## src/rtl/ram_bus_pkg.sv

```systemverilog
// Shared types and constants for the two-master block-RAM arbiter.
// Holds the FSM state encoding, the master indices and the default bus widths.
package ram_bus_pkg;

    localparam int ADDR_W_DEF = 10;
    localparam int DATA_W_DEF = 32;

    localparam logic M0 = 1'b0;
    localparam logic M1 = 1'b1;

    localparam logic [1:0] ST_IDLE  = 2'd0;
    localparam logic [1:0] ST_ISSUE = 2'd1;
    localparam logic [1:0] ST_WAIT  = 2'd2;
    localparam logic [1:0] ST_RESP  = 2'd3;

    typedef enum logic [1:0] {
        IDLE  = ST_IDLE,
        ISSUE = ST_ISSUE,
        WAIT  = ST_WAIT,
        RESP  = ST_RESP
    } state_t;

    function automatic logic [1:0] onehot(input logic idx);
        return idx ? 2'b10 : 2'b01;
    endfunction

endpackage

```

## src/rtl/rr_arb2.sv

```systemverilog
// Combinational two-way round-robin pick; the last-grant register lives in the parent.
// On a tie the master that did not win last time is chosen.
module rr_arb2
    import ram_bus_pkg::*;
(
    input  logic [1:0] i_req,
    input  logic       i_last_grant,
    output logic [1:0] o_gnt
);

    always_comb begin
        o_gnt = 2'b00;
        case (i_req)
            2'b01:   o_gnt = onehot(M0);
            2'b10:   o_gnt = onehot(M1);
            2'b11:   o_gnt = onehot(~i_last_grant);
            default: o_gnt = 2'b00;
        endcase
    end

endmodule

```

## src/rtl/ram_bus_arbiter.sv

```systemverilog
// Shares one single-port synchronous-read block RAM between two req/ready bus masters.
// state | meaning: IDLE arbitrate | ISSUE drive RAM | WAIT read latency | RESP ready pulse
module ram_bus_arbiter
    import ram_bus_pkg::*;
#(
    parameter int ADDR_W = ADDR_W_DEF,
    parameter int DATA_W = DATA_W_DEF,
    parameter int RD_LAT = 1,
    parameter int CNT_W  = 16
) (
    input  logic              i_clk,
    input  logic              i_rst,

    input  logic              i_m0_req,
    input  logic              i_m0_we,
    input  logic [ADDR_W-1:0] i_m0_addr,
    input  logic [DATA_W-1:0] i_m0_wdata,
    output logic [DATA_W-1:0] o_m0_rdata,
    output logic              o_m0_ready,

    input  logic              i_m1_req,
    input  logic              i_m1_we,
    input  logic [ADDR_W-1:0] i_m1_addr,
    input  logic [DATA_W-1:0] i_m1_wdata,
    output logic [DATA_W-1:0] o_m1_rdata,
    output logic              o_m1_ready,

    output logic [ADDR_W-1:0] o_ram_addra,
    output logic              o_ram_wea,
    output logic [DATA_W-1:0] o_ram_dina,
    input  logic [DATA_W-1:0] i_ram_douta,

    output logic [1:0]        o_grant,
    output logic              o_busy,
    output logic [CNT_W-1:0]  o_conflict_cnt
);

    // Down-counter preload: terminal count 0 marks the cycle douta is valid.
    localparam logic [1:0] WAIT_LOAD = 2'(RD_LAT - 1);

    state_t            r_state;
    logic              r_owner;
    logic              r_last_grant;
    logic              r_we;
    logic [1:0]        r_wait_cnt;
    logic [1:0]        r_grant;
    logic [ADDR_W-1:0] r_ram_addra;
    logic [DATA_W-1:0] r_ram_dina;
    logic              r_ram_wea;
    logic [DATA_W-1:0] r_m0_rdata;
    logic [DATA_W-1:0] r_m1_rdata;
    logic              r_m0_ready;
    logic              r_m1_ready;
    logic [CNT_W-1:0]  r_conflict_cnt;

    logic [1:0]        w_req;
    logic [1:0]        w_gnt;
    logic              w_tie;
    logic              w_sel;
    logic              w_we;
    logic [ADDR_W-1:0] w_addr;
    logic [DATA_W-1:0] w_wdata;

    assign w_req   = {i_m1_req, i_m0_req};
    assign w_tie   = &w_req;
    assign w_sel   = w_gnt[1];
    assign w_we    = w_sel ? i_m1_we    : i_m0_we;
    assign w_addr  = w_sel ? i_m1_addr  : i_m0_addr;
    assign w_wdata = w_sel ? i_m1_wdata : i_m0_wdata;

    rr_arb2 u_arb (
        .i_req        (w_req),
        .i_last_grant (r_last_grant),
        .o_gnt        (w_gnt)
    );

    always_ff @(posedge i_clk) begin
        if (i_rst) begin
            r_state        <= IDLE;
            r_owner        <= M0;
            r_last_grant   <= M1;
            r_we           <= 1'b0;
            r_wait_cnt     <= 2'd0;
            r_grant        <= 2'b00;
            r_ram_addra    <= '0;
            r_ram_dina     <= '0;
            r_ram_wea      <= 1'b0;
            r_m0_rdata     <= '0;
            r_m1_rdata     <= '0;
            r_m0_ready     <= 1'b0;
            r_m1_ready     <= 1'b0;
            r_conflict_cnt <= '0;
        end else begin
            r_m0_ready <= 1'b0;
            r_m1_ready <= 1'b0;
            r_ram_wea  <= 1'b0;
            case (r_state)
                IDLE: begin
                    if (|w_req) begin
                        r_owner      <= w_sel;
                        r_last_grant <= w_sel;
                        r_grant      <= w_gnt;
                        r_we         <= w_we;
                        r_ram_addra  <= w_addr;
                        r_ram_dina   <= w_wdata;
                        r_ram_wea    <= w_we;
                        if (w_tie && (r_conflict_cnt != {CNT_W{1'b1}}))
                            r_conflict_cnt <= r_conflict_cnt + 1'b1;
                        r_state      <= ISSUE;
                    end
                end
                ISSUE: begin
                    if (r_we) begin
                        r_grant <= 2'b00;
                        if (r_owner == M1) r_m1_ready <= 1'b1;
                        else               r_m0_ready <= 1'b1;
                        r_state <= RESP;
                    end else begin
                        r_wait_cnt <= WAIT_LOAD;
                        r_state    <= WAIT;
                    end
                end
                WAIT: begin
                    if (r_wait_cnt == 2'd0) begin
                        r_grant <= 2'b00;
                        if (r_owner == M1) begin
                            r_m1_rdata <= i_ram_douta;
                            r_m1_ready <= 1'b1;
                        end else begin
                            r_m0_rdata <= i_ram_douta;
                            r_m0_ready <= 1'b1;
                        end
                        r_state <= RESP;
                    end else begin
                        r_wait_cnt <= r_wait_cnt - 1'b1;
                    end
                end
                RESP: begin
                    r_state <= IDLE;
                end
                default: begin
                    r_state <= IDLE;
                end
            endcase
        end
    end

    assign o_m0_rdata     = r_m0_rdata;
    assign o_m0_ready     = r_m0_ready;
    assign o_m1_rdata     = r_m1_rdata;
    assign o_m1_ready     = r_m1_ready;
    assign o_ram_addra    = r_ram_addra;
    assign o_ram_wea      = r_ram_wea;
    assign o_ram_dina     = r_ram_dina;
    assign o_grant        = r_grant;
    assign o_busy         = (r_state != IDLE);
    assign o_conflict_cnt = r_conflict_cnt;

endmodule

```

## config.mk

```make
export PLATFORM = sky130hd
export DESIGN_NAME = ram_bus_arbiter
export DESIGN_NICKNAME = d
export VERILOG_FILES = /design/src/rtl/ram_bus_pkg.sv /design/src/rtl/rr_arb2.sv /design/src/rtl/ram_bus_arbiter.sv
export SDC_FILE = /design/constraint.sdc
export NUM_CORES = 1
export LEC_CHECK = 0
export CORE_UTILIZATION = 43
export DETAILED_ROUTE_END_ITERATION = 16
export DONT_BUFFER_PORTS = 1
export PLACE_DENSITY = 0.55
export SYNTH_ARGS = -nofsm -noshare
export SYNTH_HDL_FRONTEND = slang
export SYNTH_SLANG_ARGS = --single-unit
```

## constraint.sdc

```tcl
create_clock -name i_clk -period 4.7 [get_ports i_clk]
set_input_delay 0.47 -clock i_clk [delete_from_list [all_inputs] [get_ports i_clk]]
set_output_delay 0.47 -clock i_clk [all_outputs]
set_load 0.01 [all_outputs]
```

After elaboration in Yosys (flattened, before gate mapping)
Cells that the tools add are included.

Register bits after elaboration: 134. Input bits: 122. Logic and storage cells: 71.

Reduce and logical (&&, ||, !) cells: 16. Multiplexer cells: 24. Bitwise logic cells: 3. Equality and inequality tests: 12. Add/subtract/negate cells: 2.

Operator list (count): 2-to-1 mux 32 bit (1); adder 16 x 1 -> 16 bit, second input constant (1); 2-to-1 mux 2 bit (8); inequality test 16 bit, second input constant (1); one-hot mux 2 bit (3 select lines) (2); AND reduction 3 bit (4); 2-to-1 mux 10 bit (1); inequality test 2 bit, second input constant (5); == test 2 bit, second input constant (4); 2-to-1 mux 1 bit (8); one-hot mux 2 bit (4 select lines) (1); AND reduction 2 bit (3); == test 2 x 1 -> 1 bit, second input constant (2); zero test 2 bit (2); one-hot mux 1 bit (2 select lines) (2); one-hot mux 2 bit (2 select lines) (1); AND reduction 4 bit (1); nonzero test 2 bit (2); inverter 1 bit (3); nonzero test 3 bit (1); OR reduction 3 bit (1); OR reduction 2 bit (1); subtractor 2 x 1 -> 2 bit, second input constant (1); logical AND 1 bit (1).

Depth between registers and ports, before layout
Gate-level depths: netlist of run 1.

Depth in word-level cells: 4. Gate-level depth with buffers: 9. Gate-level depth less buffers: 6.

Cells and area by module
Synthesis of run 1 repeated with hierarchy kept, for this count alone.

Cell total of the unflattened synthesis: 640. Area total of the unflattened synthesis: 5445.2 µm².

By module, submodules not included: ram_bus_arbiter (seq. area each 2682.6 µm², area an instance 5426.5 µm², instances 1, cells an instance 637); rr_arb2 (seq. area each 0.0 µm², area an instance 18.8 µm², instances 1, cells an instance 3).

Worst setup path before layout of run 1
No wires, ideal clock.

Path type: reg-to-reg. From: reg r_state[0]. To: reg r_conflict_cnt[7] (netlist: o_conflict_cnt[7]). Clock period less this slack: 1839 ps. Cell stages (with the launch flop): 8. Buffers on the path: 1. Arrival: 1718 ps. Setup slack: 2861 ps. Cells stage by stage: dfxtp_1 -> inv_1 -> ha_1 -> buf_2 -> and3_1 -> nand3_1 -> nor4b_1 -> mux2_2.

Cells in the longest elaborated chain, start to end: 2.

Ends and longest elaborated chain: from (decl) (RTL line ram_bus_arbiter.sv:41) `state_t r_state;`; from (signal assigned) (RTL line ram_bus_arbiter.sv:79) `r_state <= IDLE;`; from (signal assigned) (RTL line ram_bus_arbiter.sv:109) `r_state <= ISSUE;`; from (signal assigned) (RTL line ram_bus_arbiter.sv:117) `r_state <= RESP;`; zero test 2 bit (RTL line ram_bus_arbiter.sv:97) `case (r_state)`; AND reduction 3 bit (no line); to (signal assigned) (RTL line ram_bus_arbiter.sv:108) `r_conflict_cnt <= r_conflict_cnt + 1'b1;`; to (decl) (RTL line ram_bus_arbiter.sv:54) `logic [CNT_W-1:0] r_conflict_cnt;`.

Every way passes these cells. A chain may end at the register's enable or synchronous reset.

Worst setup path after layout of run 1
From: reg r_state[0]. To: reg r_ram_addra[4] (netlist: o_ram_addra[4]).

Cells in the longest elaborated chain, start to end: 2.

Ends and longest elaborated chain: zero test 2 bit (RTL line ram_bus_arbiter.sv:97); AND reduction 2 bit (no line); to (signal assigned) (RTL line ram_bus_arbiter.sv:104) `r_ram_addra <= w_addr;`; to (decl) (RTL line ram_bus_arbiter.sv:47) `logic [ADDR_W-1:0] r_ram_addra;`.

Every way passes these cells.

==> results of run 1 <==
[synthesized netlist by cell type]
cell / number
a221oi_1: 1
or2_1: 1
and3_1: 3
a31o_2: 1
mux2i_1: 46
a22oi_1: 3
ha_1: 5
nor4_1: 5
a21oi_1: 76
o41ai_1: 3
nand2b_1: 3
buf_1: 3
buf_2: 7
a21o_1: 1
nor3_1: 2
nand4b_1: 1
o21bai_1: 1
clkbuf_1: 37
or3_1: 2
nand4_4: 1
o21ai_0: 6
nand2_1: 137
a41o_1: 1
nand3_1: 6
o31ai_1: 4
nor2b_1: 8
or2_2: 2
nand3b_1: 1
a21boi_0: 1
or4_1: 5
dfxtp_1: 134
nand4_1: 3
mux2_2: 7
and4b_1: 1
a211oi_1: 43
nor4b_1: 2
o311ai_0: 1
nor4_2: 1
nor2_1: 58
inv_1: 8
or3b_2: 1
[report_power, final]
part	total (mW)	internal (mW)	switching (mW)
Combinational	0.733	0.277	0.456
Sequential	1.62	1.36	0.259
Clock	1.54	1.06	0.472
[cell families after synthesis]
logic type,Yosys count,share of synthesized area (%)
flops,134,49.4
fa+ha+maj,5,1.15
buf+inv,55,3.96
simple gates,243,19.6
compound gates,142,16.0
mux,53,9.92
[final cells by class]
class                   instances  area share [%]
well taps                     168            3.38
clock buffers                  24            8.08
repair buffers                  5           0.604
multi-input cells             443            41.2
clock inverters                 8            3.06
flip-flops and latches        134            43.2
inverters                       8           0.483
[metal layers]
metal	vias to the layer above	share of wire, %	routed length (um)	global-route usage [%]
li1	2149	-	-	-
met1	1973	39	5040	22.2
met2	181	50	6440	33.4
met3	17	9.7	1260	8.05
met4	0	1.7	216	8.92
met5	-	0	0	0
[worst min-delay path by stage]
stage                                     to  slack, ns
final                     o_conflict_cnt[15]       0.15
after global routing      o_conflict_cnt[15]       0.11
after CTS                 o_conflict_cnt[15]       0.11
after detailed placement       o_m1_rdata[6]       0.49
after global placement        o_m1_rdata[28]       0.48
after floorplan                r_wait_cnt[1]       0.48
[worst reg2reg max path: stages (launching register included)]
cell	delay, ns
dfxtp_1	0.33
inv_1	0.10
ha_1	0.32
inv_1	0.21
nor2_4	0.74
buf_4	0.48
nor2_1	0.08
a211oi_1	0.23
[flip-flops by register name (all words and copies together), names as in the netlist]
| signal | count |
|---|---|
| o_conflict_cnt | 16 |
| o_grant | 2 |
| o_m0_rdata | 32 |
| o_m0_ready | 1 |
| o_m1_rdata | 32 |
| o_m1_ready | 1 |
| o_ram_addra | 10 |
| o_ram_dina | 32 |
| o_ram_wea | 1 |
| r_last_grant | 1 |
| r_owner | 1 |
| r_state | 2 |
| r_wait_cnt | 2 |
| r_we | 1 |
[metrics by stage]
step | worst slack, ns | total power, mW
global route | 1.86 | 4.11
floorplan | 2.86 | 2.21
detailed placement | 2.13 | 2.39
finish | 2.13 | 3.89
global placement | 2.26 | 2.35
CTS | 2.13 | 3.93
==> results.sh, run 1 <==
export IMPL_status="completed"
export IMPL_endpoint_kind="register"
export IMPL_hp_start="i_rst"
export IMPL_area_growth_pct=14.3
export IMPL_final_cells=790
export IMPL_synth_area_leaders="dfxtp_1 49%, nand2_1 9.5%, mux2i_1 8.5%"
export IMPL_final_cell_mix="137 x nand2_1, 134 x dfxtp_1, 76 x a21oi_1"
export IMPL_fillers=1175
export IMPL_cts_tree="built"
export IMPL_core_area_um2=12200
export IMPL_antenna_found_initial=0
export IMPL_grt_overflow=0
export IMPL_fin_setup_tns_ns=0
export IMPL_hold_path_depth=1
export IMPL_synth_top_area_share_pct=49.4
export IMPL_finalHoldViolCount=0
export IMPL_worst_pin_slew_ns=0.890
export IMPL_numCtsBuffers=17
export IMPL_multi_input_area_um2=2560
export IMPL_grt_max_degree=139
export IMPL_ctsHoldBuffers=0
export IMPL_r2r_cells=7
export IMPL_powerDensity_nw_per_um2=626
export IMPL_synth_nets=759
export IMPL_max_freq_mhz=389
export IMPL_post_route_util_pct=51.1
export IMPL_synth_top_cell_by_area="dfxtp_1"
export IMPL_finalCritPeriodShare_pct=54.7
export IMPL_ctsResizeCount=0
export IMPL_die_area_um2=13100
export IMPL_path_depth=7
export IMPL_n_antenna_cell=0
export IMPL_initial_utilization_pct=44.7
export IMPL_clkTransAtPathRegs_ns=0.05
export IMPL_layout_min_cycle_time_ns=2.57
export IMPL_finalWirelength_um=13000
export IMPL_postRouteAntennaNets=0
export IMPL_grt_util_all_layers_pct=19.9
export IMPL_layout_commonest_cell="nand2_1"
export IMPL_required_ns=5.02
export IMPL_yosys_cell_types_count=41
export IMPL_hpwl_um=8770
export IMPL_criticalPathCategory="reg -> reg"
export IMPL_routed_via_density=5.47
export IMPL_maxCapViolations=0
export IMPL_placed_cells=758
export IMPL_startpoint_type="register"
export IMPL_crit_top_cell="inv_1"
export IMPL_grt_pass1_wl_um=19900
export IMPL_slowest_stage="nor2_4"
export IMPL_dr_pass1_iters=4
export IMPL_fin_worst_skew_ns=0.00513
export IMPL_die_w_um=114
export IMPL_io_pins=250
export IMPL_cts_setup_buffers=0
export IMPL_ys_ff_latch=134
export IMPL_grt_pass1_vias=4006
export IMPL_report_final_slew_viol_count=0
export IMPL_setup_violations=0
export IMPL_htreeDepth=4
export IMPL_drive_gt1_share_pct=8.20
export IMPL_rsz0062_at_grt="false"
export IMPL_syn_avg_cell_area_um2=8.60
export IMPL_port_buffers=0
export IMPL_p_leak_nw=2.21
export IMPL_cts_sinks=134
export IMPL_syn_inst=632
export IMPL_max_slew_margin_rel_pct=40.5
export IMPL_synth_area_um2=5440
export IMPL_rows=40
export IMPL_critical_path_endpoint="o_ram_addra[4]"
export IMPL_placed_cell_area_um2=5520
export IMPL_path_buf_inv=3
export IMPL_crit_fanout=46
export IMPL_r2r_end="o_ram_addra[4]"
export IMPL_drt_iter0_drc=252
export IMPL_vias=4320
export IMPL_hold_path_class="in -> reg"
export IMPL_ys_warn_count=0
export IMPL_clk_insertion_delay_late_ns=0.42
export IMPL_clockRootBuffer="clkbuf_16"
export IMPL_crit_chain="inv_1, ha_1, inv_1, nor2_4, buf_4, nor2_1, a211oi_1"
export IMPL_ir_drop_v=0.000347
export IMPL_r2r_start="r_state[0]"
export IMPL_crit_start="r_state[0]"
export IMPL_r2r_slack_ns=2.13
export IMPL_gp_congestion=0.777
export IMPL_cpPeakStageDelay_ns=0.73
export IMPL_post_route_drc_count=0
export IMPL_clk_path_buf_depth=2
export IMPL_holdWs_ns=0.146
export IMPL_critPathTopFamily="simple AND/OR/NAND/NOR gates"
export IMPL_wire_per_inst_um=16.4
export IMPL_nNetsFinal=736
export IMPL_ff_latch_area_um2=2680
export IMPL_yosysSeqAreaShare_pct=49.4
export IMPL_crit_arrival_ns=2.89
export IMPL_die_h_um=114
export IMPL_final_design_area_no_fill_um2=6210
Note: power is estimated with default switching activity, not from simulation.
==> run 2: changes to the inputs <==
==> constraint.sdc (replaced) <==
create_clock -name i_clk -period 2.55 [get_ports i_clk]
set_input_delay 0.255 -clock i_clk [delete_from_list [all_inputs] [get_ports i_clk]]
set_output_delay 0.255 -clock i_clk [all_outputs]
set_load 0.01 [all_outputs]
==> run 2 against run 1 <==
Net effect: worst hold slack lost 0.12 ns; first-iteration DRC count grew 13%; worst setup slack lost 1.8 ns; wire length grew 4.2%; clock power grew 63%; via count grew 3.2%; sequential power grew 84%; sequential share of layout area shrank 2.1 points; design area grew 5.1%; non-clock buffer count grew 35; critical path type unchanged; highest routed layer unchanged.
==> results.sh, run 2 (synthesized netlist as in run 1, its figures left out) <==
export IMPL_clockRootBuffer="clkbuf_16"
export IMPL_dp_worst_setup_slack_ns=0.434
export IMPL_ctsResizeCount=0
export IMPL_worst_pin_slew_ns=0.645
export IMPL_grt_pass1_vias=4222
export IMPL_grt_util_all_layers_pct=20.7
export IMPL_initial_utilization_pct=44.7
export IMPL_p_clk_share_pct=35.9
export IMPL_crit_start="r_state[0]"
export IMPL_hold_path_class="in -> reg"
export IMPL_wire_per_inst_um=16.4
export IMPL_grt_overflow=0
export IMPL_n_antenna_cell=0
export IMPL_fin_worst_skew_ns=0.00666
export IMPL_ff_latch_area_um2=2680
export IMPL_drive_gt1_share_pct=8.22
export IMPL_status="completed"
export IMPL_max_slew_margin_rel_pct=57.0
export IMPL_die_h_um=114
export IMPL_grt_max_degree=123
export IMPL_rows=40
export IMPL_required_ns=2.85
export IMPL_finalCritPeriodShare_pct=86.1
export IMPL_r2r_slack_ns=0.35
export IMPL_final_cell_mix="137 x nand2_1, 134 x dfxtp_1, 76 x a21oi_1"
export IMPL_clk_path_buf_depth=2
export IMPL_crit_fanout=10
export IMPL_clk_insertion_delay_late_ns=0.41
export IMPL_layout_min_cycle_time_ns=2.20
export IMPL_ir_drop_v=0.000646
export IMPL_numCtsBuffers=17
export IMPL_hold_path_depth=2
export IMPL_min_to="r_state[0]"
export IMPL_postRouteAntennaNets=0
export IMPL_routed_via_density=5.40
export IMPL_cpPeakStageDelay_ns=0.39
export IMPL_nNetsFinal=771
export IMPL_gp_congestion=0.761
export IMPL_hp_start="i_rst"
export IMPL_seqPwrFrac_pct=42.7
export IMPL_slowest_stage="nor4b_1"
export IMPL_max_freq_mhz=455
export IMPL_port_buffers=0
export IMPL_p_leak_nw=2.34
export IMPL_crit_chain="inv_1, ha_1, and3_1, nand3_1, nor4b_1, mux2_2"
export IMPL_crit_arrival_ns=2.50
export IMPL_die_area_um2=13100
export IMPL_finalHoldViolCount=0
export IMPL_cts_setup_buffers=0
export IMPL_powerDensity_nw_per_um2=1070
export IMPL_cts_tree="built"
export IMPL_post_route_drc_count=0
export IMPL_drt_iter0_drc=286
export IMPL_p_int_mw=4.74
export IMPL_critPathTopFamily="simple AND/OR/NAND/NOR gates"
export IMPL_maxCapViolations=0
export IMPL_core_area_um2=12200
export IMPL_fin_setup_tns_ns=0
export IMPL_fillers=1139
export IMPL_path_buf_inv=1
export IMPL_p_comb_share_pct=21.5
export IMPL_finalWirelength_um=13500
export IMPL_setup_violations=0
export IMPL_grt_pass1_wl_um=20800
export IMPL_endpoint_kind="register"
export IMPL_setup_slack_ns=0.354
export IMPL_r2r_end="o_conflict_cnt[7]"
export IMPL_cts_sinks=134
export IMPL_io_pins=250
export IMPL_multi_input_area_um2=2560
export IMPL_area_growth_pct=20.1
export IMPL_die_w_um=114
export IMPL_dr_pass1_iters=4
export IMPL_sw_frac_of_total_pct=32.2
export IMPL_rsz0062_at_grt="false"
export IMPL_antenna_found_initial=0
export IMPL_report_final_slew_viol_count=0
export IMPL_r2r_start="r_state[0]"
export IMPL_layout_commonest_cell="nand2_1"
export IMPL_startpoint_type="register"
export IMPL_hpwl_um=8810
export IMPL_clkTransAtPathRegs_ns=0.06
export IMPL_vias=4459
export IMPL_htreeDepth=4
export IMPL_criticalPathCategory="reg -> reg"
export IMPL_r2r_cells=6
export IMPL_switchingPower_mw=2.25
run 2: power by group through the flow:
stage / Combinational (mW) / Sequential [mW] / Clock [mW]
CTS: 1.52 / 2.99 / 2.55
detailed placement: 1.43 / 3.03 / 0
global placement: 1.38 / 3.03 / 0
floorplan: 1.17 / 2.91 / 0
finish: 1.50 / 2.98 / 2.51
global route: 1.70 / 3.03 / 2.65
run 2: area by class of cell:
cell class	instances	area share (%)
Clock inverter	9	1.88
Timing Repair Buffer	40	6.71
Sequential cell	134	41.1
Tap cell	168	3.22
Inverter	8	0.460
Multi-Input combinational cell	443	39.2
Clock buffer	23	7.47
run 2: worst max path at each step:
stage                     slack [ns]                 end  depth (start not counted)
after global routing            0.13   o_conflict_cnt[7]                          6
final                           0.35   o_conflict_cnt[7]                          6
after CTS                       0.38   o_conflict_cnt[7]                          6
after detailed placement        0.43  o_conflict_cnt[12]                          6
after floorplan                 0.71   o_conflict_cnt[7]                          7
after global placement          0.50   o_conflict_cnt[7]                          6
run 2: repair_timing:
item | in CTS | in global routing
endpoints found under the setup margin | 0 | 0
hold buffers | 33 | 0
hold endpoints to repair | 122 | 0
run 2: per-stage QoR:
step / area [um2] / util [%] / std cells / hold WS, ns / total power [mW]
final: 6530 / 53.7 / 825 / 0.0233 / 6.99
after global routing: 6530 / 53.7 / 825 / 0.00735 / 7.39
after CTS: 6530 / 53.7 / 825 / 0.00293 / 7.06
after detailed placement: 5570 / 45.8 / 760 / 0.338 / 4.46
after global placement: 5570 / 45.8 / 760 / 0.334 / 4.40
after floorplan: 5440 / - / 632 / 0.391 / 4.08
run 2: metal layers:
metal	global-route usage (%)	routed length, um
met3	7.36	1200
met1	22.6	5390
met4	9.70	207
met5	0	0
met2	35.8	6700
run 2: worst register-to-register path, delay by kind of cell, from the launching register on:
family / cells / cell delay (ns)
flip-flops: 1 / 0.32
AND/OR/NAND/NOR: 3 / 0.96
multiplexers: 1 / 0.37
buffers and inverters: 1 / 0.10
adder cells (fa/ha/maj): 1 / 0.33
==> run 3: changes to the inputs <==
==> constraint.sdc (replaced) <==
create_clock -name i_clk -period 2.55 [get_ports i_clk]
set_input_delay 0.51 -clock i_clk [delete_from_list [all_inputs] [get_ports i_clk]]
set_output_delay 0.51 -clock i_clk [all_outputs]
set_load 0.01 [all_outputs]
==> run 3 against run 2 <==
Net effect: non-clock buffer count down 33; worst setup slack gained 0.0016 ns; sequential share of layout area up 2.3 points; sequential cell count did not move; first-iteration DRC count is 11% lower; critical path depth stayed put; clock power is essentially flat; combinational power decreased by 5%; critical endpoint unchanged; largest power group unchanged.
==> results.sh, run 3 (synthesized netlist as in run 1, its figures left out) <==
export IMPL_hold_path_depth=1
export IMPL_port_buffers=0
export IMPL_dr_pass1_iters=4
export IMPL_max_slew_margin_rel_pct=56.6
export IMPL_die_area_um2=13100
export IMPL_setup_violations=0
export IMPL_gp_congestion=0.761
export IMPL_cts_tree="built"
export IMPL_clkTransAtPathRegs_ns=0.06
export IMPL_core_area_um2=12200
export IMPL_slowest_stage="nor4b_1"
export IMPL_grt_pass1_wl_um=19900
export IMPL_path_buf_inv=1
export IMPL_die_h_um=114
export IMPL_ir_drop_v=0.000645
export IMPL_layout_min_cycle_time_ns=2.19
export IMPL_nNetsFinal=738
export IMPL_startpoint_type="register"
export IMPL_placed_cells=760
export IMPL_endpoint_kind="register"
export IMPL_crit_arrival_ns=2.50
export IMPL_finalCritPeriodShare_pct=86.0
export IMPL_htreeDepth=4
export IMPL_setup_slack_ns=0.356
export IMPL_finalHoldViolCount=0
export IMPL_grt_util_all_layers_pct=19.8
export IMPL_drive_gt1_share_pct=8.49
export IMPL_grt_overflow=0
export IMPL_sw_frac_of_total_pct=31.8
export IMPL_cts_sinks=134
export IMPL_p_comb_share_pct=20.6
export IMPL_wire_per_inst_um=16.4
export IMPL_vias=4322
export IMPL_report_final_slew_viol_count=0
export IMPL_grt_max_degree=139
export IMPL_routed_via_density=5.46
export IMPL_die_w_um=114
export IMPL_max_freq_mhz=456
export IMPL_status="completed"
export IMPL_final_cell_mix="137 x nand2_1, 134 x dfxtp_1, 76 x a21oi_1"
export IMPL_r2r_cells=6
export IMPL_crit_fanout=10
export IMPL_required_ns=2.85
export IMPL_io_pins=250
export IMPL_antenna_found_initial=0
export IMPL_crit_chain="inv_1, ha_1, and3_1, nand3_1, nor4b_1, mux2_2"
export IMPL_ctsHoldBuffers=0
export IMPL_clockRootBuffer="clkbuf_16"
export IMPL_total_power_mw=6.90
export IMPL_initial_utilization_pct=44.7
export IMPL_post_route_util_pct=50.8
export IMPL_cpPeakStageDelay_ns=0.39
export IMPL_numCtsBuffers=17
export IMPL_hold_path_class="in -> reg"
export IMPL_layout_commonest_cell="nand2_1"
export IMPL_criticalPathCategory="reg -> reg"
export IMPL_path_depth=6
export IMPL_grt_pass1_vias=4047
export IMPL_n_antenna_cell=0
export IMPL_powerDensity_nw_per_um2=1120
export IMPL_p_clk_share_pct=36.3
export IMPL_area_growth_pct=13.7
export IMPL_fin_setup_tns_ns=0
export IMPL_dp_worst_setup_slack_ns=0.434
export IMPL_rsz0062_at_grt="false"
export IMPL_hpwl_um=8810
export IMPL_p_leak_nw=2.20
export IMPL_final_cells=792
export IMPL_cts_setup_buffers=0
export IMPL_drt_iter0_drc=255
export IMPL_postRouteAntennaNets=0
export IMPL_p_int_mw=4.70
export IMPL_maxCapViolations=0
export IMPL_seqPwrFrac_pct=43.2
export IMPL_critPathTopFamily="simple AND/OR/NAND/NOR gates"
export IMPL_ctsResizeCount=0
export IMPL_fin_worst_skew_ns=0.00695
export IMPL_clk_insertion_delay_late_ns=0.41
export IMPL_clk_path_buf_depth=2
export IMPL_worst_pin_slew_ns=0.650
export IMPL_switchingPower_mw=2.20
export IMPL_finalWirelength_um=13000
export IMPL_rows=40
export IMPL_post_route_drc_count=0
-- run 3: cell types whose count changed in the layout (fill, tap and decap cells not counted), sizes merged --
cell,delta
dlygate4sd3,-32
buf,-1
-- run 3: layer usage --
metal,vias up,share of wire (%),GRT usage (%)
met5,-,0,0
met4,0,1.8,9.70
met3,19,10,7.89
met2,196,49,33.6
met1,1943,39,21.4
li1,2164,-,-
-- run 3: worst paths after layout --
path / startpoint / slack, ns / to
min reg2reg: o_m1_rdata[28] / 0.50 / o_m1_rdata[28]
max: r_state[0] / 0.36 / o_conflict_cnt[7]
min: i_rst / 0.17 / o_conflict_cnt[9]
max reg2reg: r_state[0] / 0.36 / o_conflict_cnt[7]
-- run 3: cell type report --
cell class | count | area, um2
Clock inverter | 9 | 123
Clock buffer | 23 | 488
Tap cell | 168 | 210
Fill cell | 1163 | 5980
Sequential cell | 134 | 2680
Inverter | 8 | 30.0
Multi-Input combinational cell | 443 | 2560
Timing Repair Buffer | 7 | 90.1
-- run 3: metrics by stage --
step                      hold slack [ns]  cell area (um2)
after global placement              0.482             5570
after global routing                0.153             6180
final                               0.171             6180
after detailed placement            0.488             5570
after floorplan                     0.478             5440
after CTS                           0.146             6180
-- run 3: worst reg2reg max path, cell delays in order, from the launching register on --
cell and delay, ns:
dfxtp_1 0.32, inv_1 0.11, ha_1 0.33, and3_1 0.28, nand3_1 0.28, nor4b_1 0.39
mux2_2 0.37
-- run 3: power by group through the flow --
stage / Sequential [mW] / Combinational (mW) / Clock, mW
floorplan: 2.91 / 1.17 / 0
global placement: 3.03 / 1.38 / 0
detailed placement: 3.03 / 1.43 / 0
CTS: 2.99 / 1.43 / 2.55
global route: 3.03 / 1.61 / 2.65
finish: 2.98 / 1.42 / 2.50
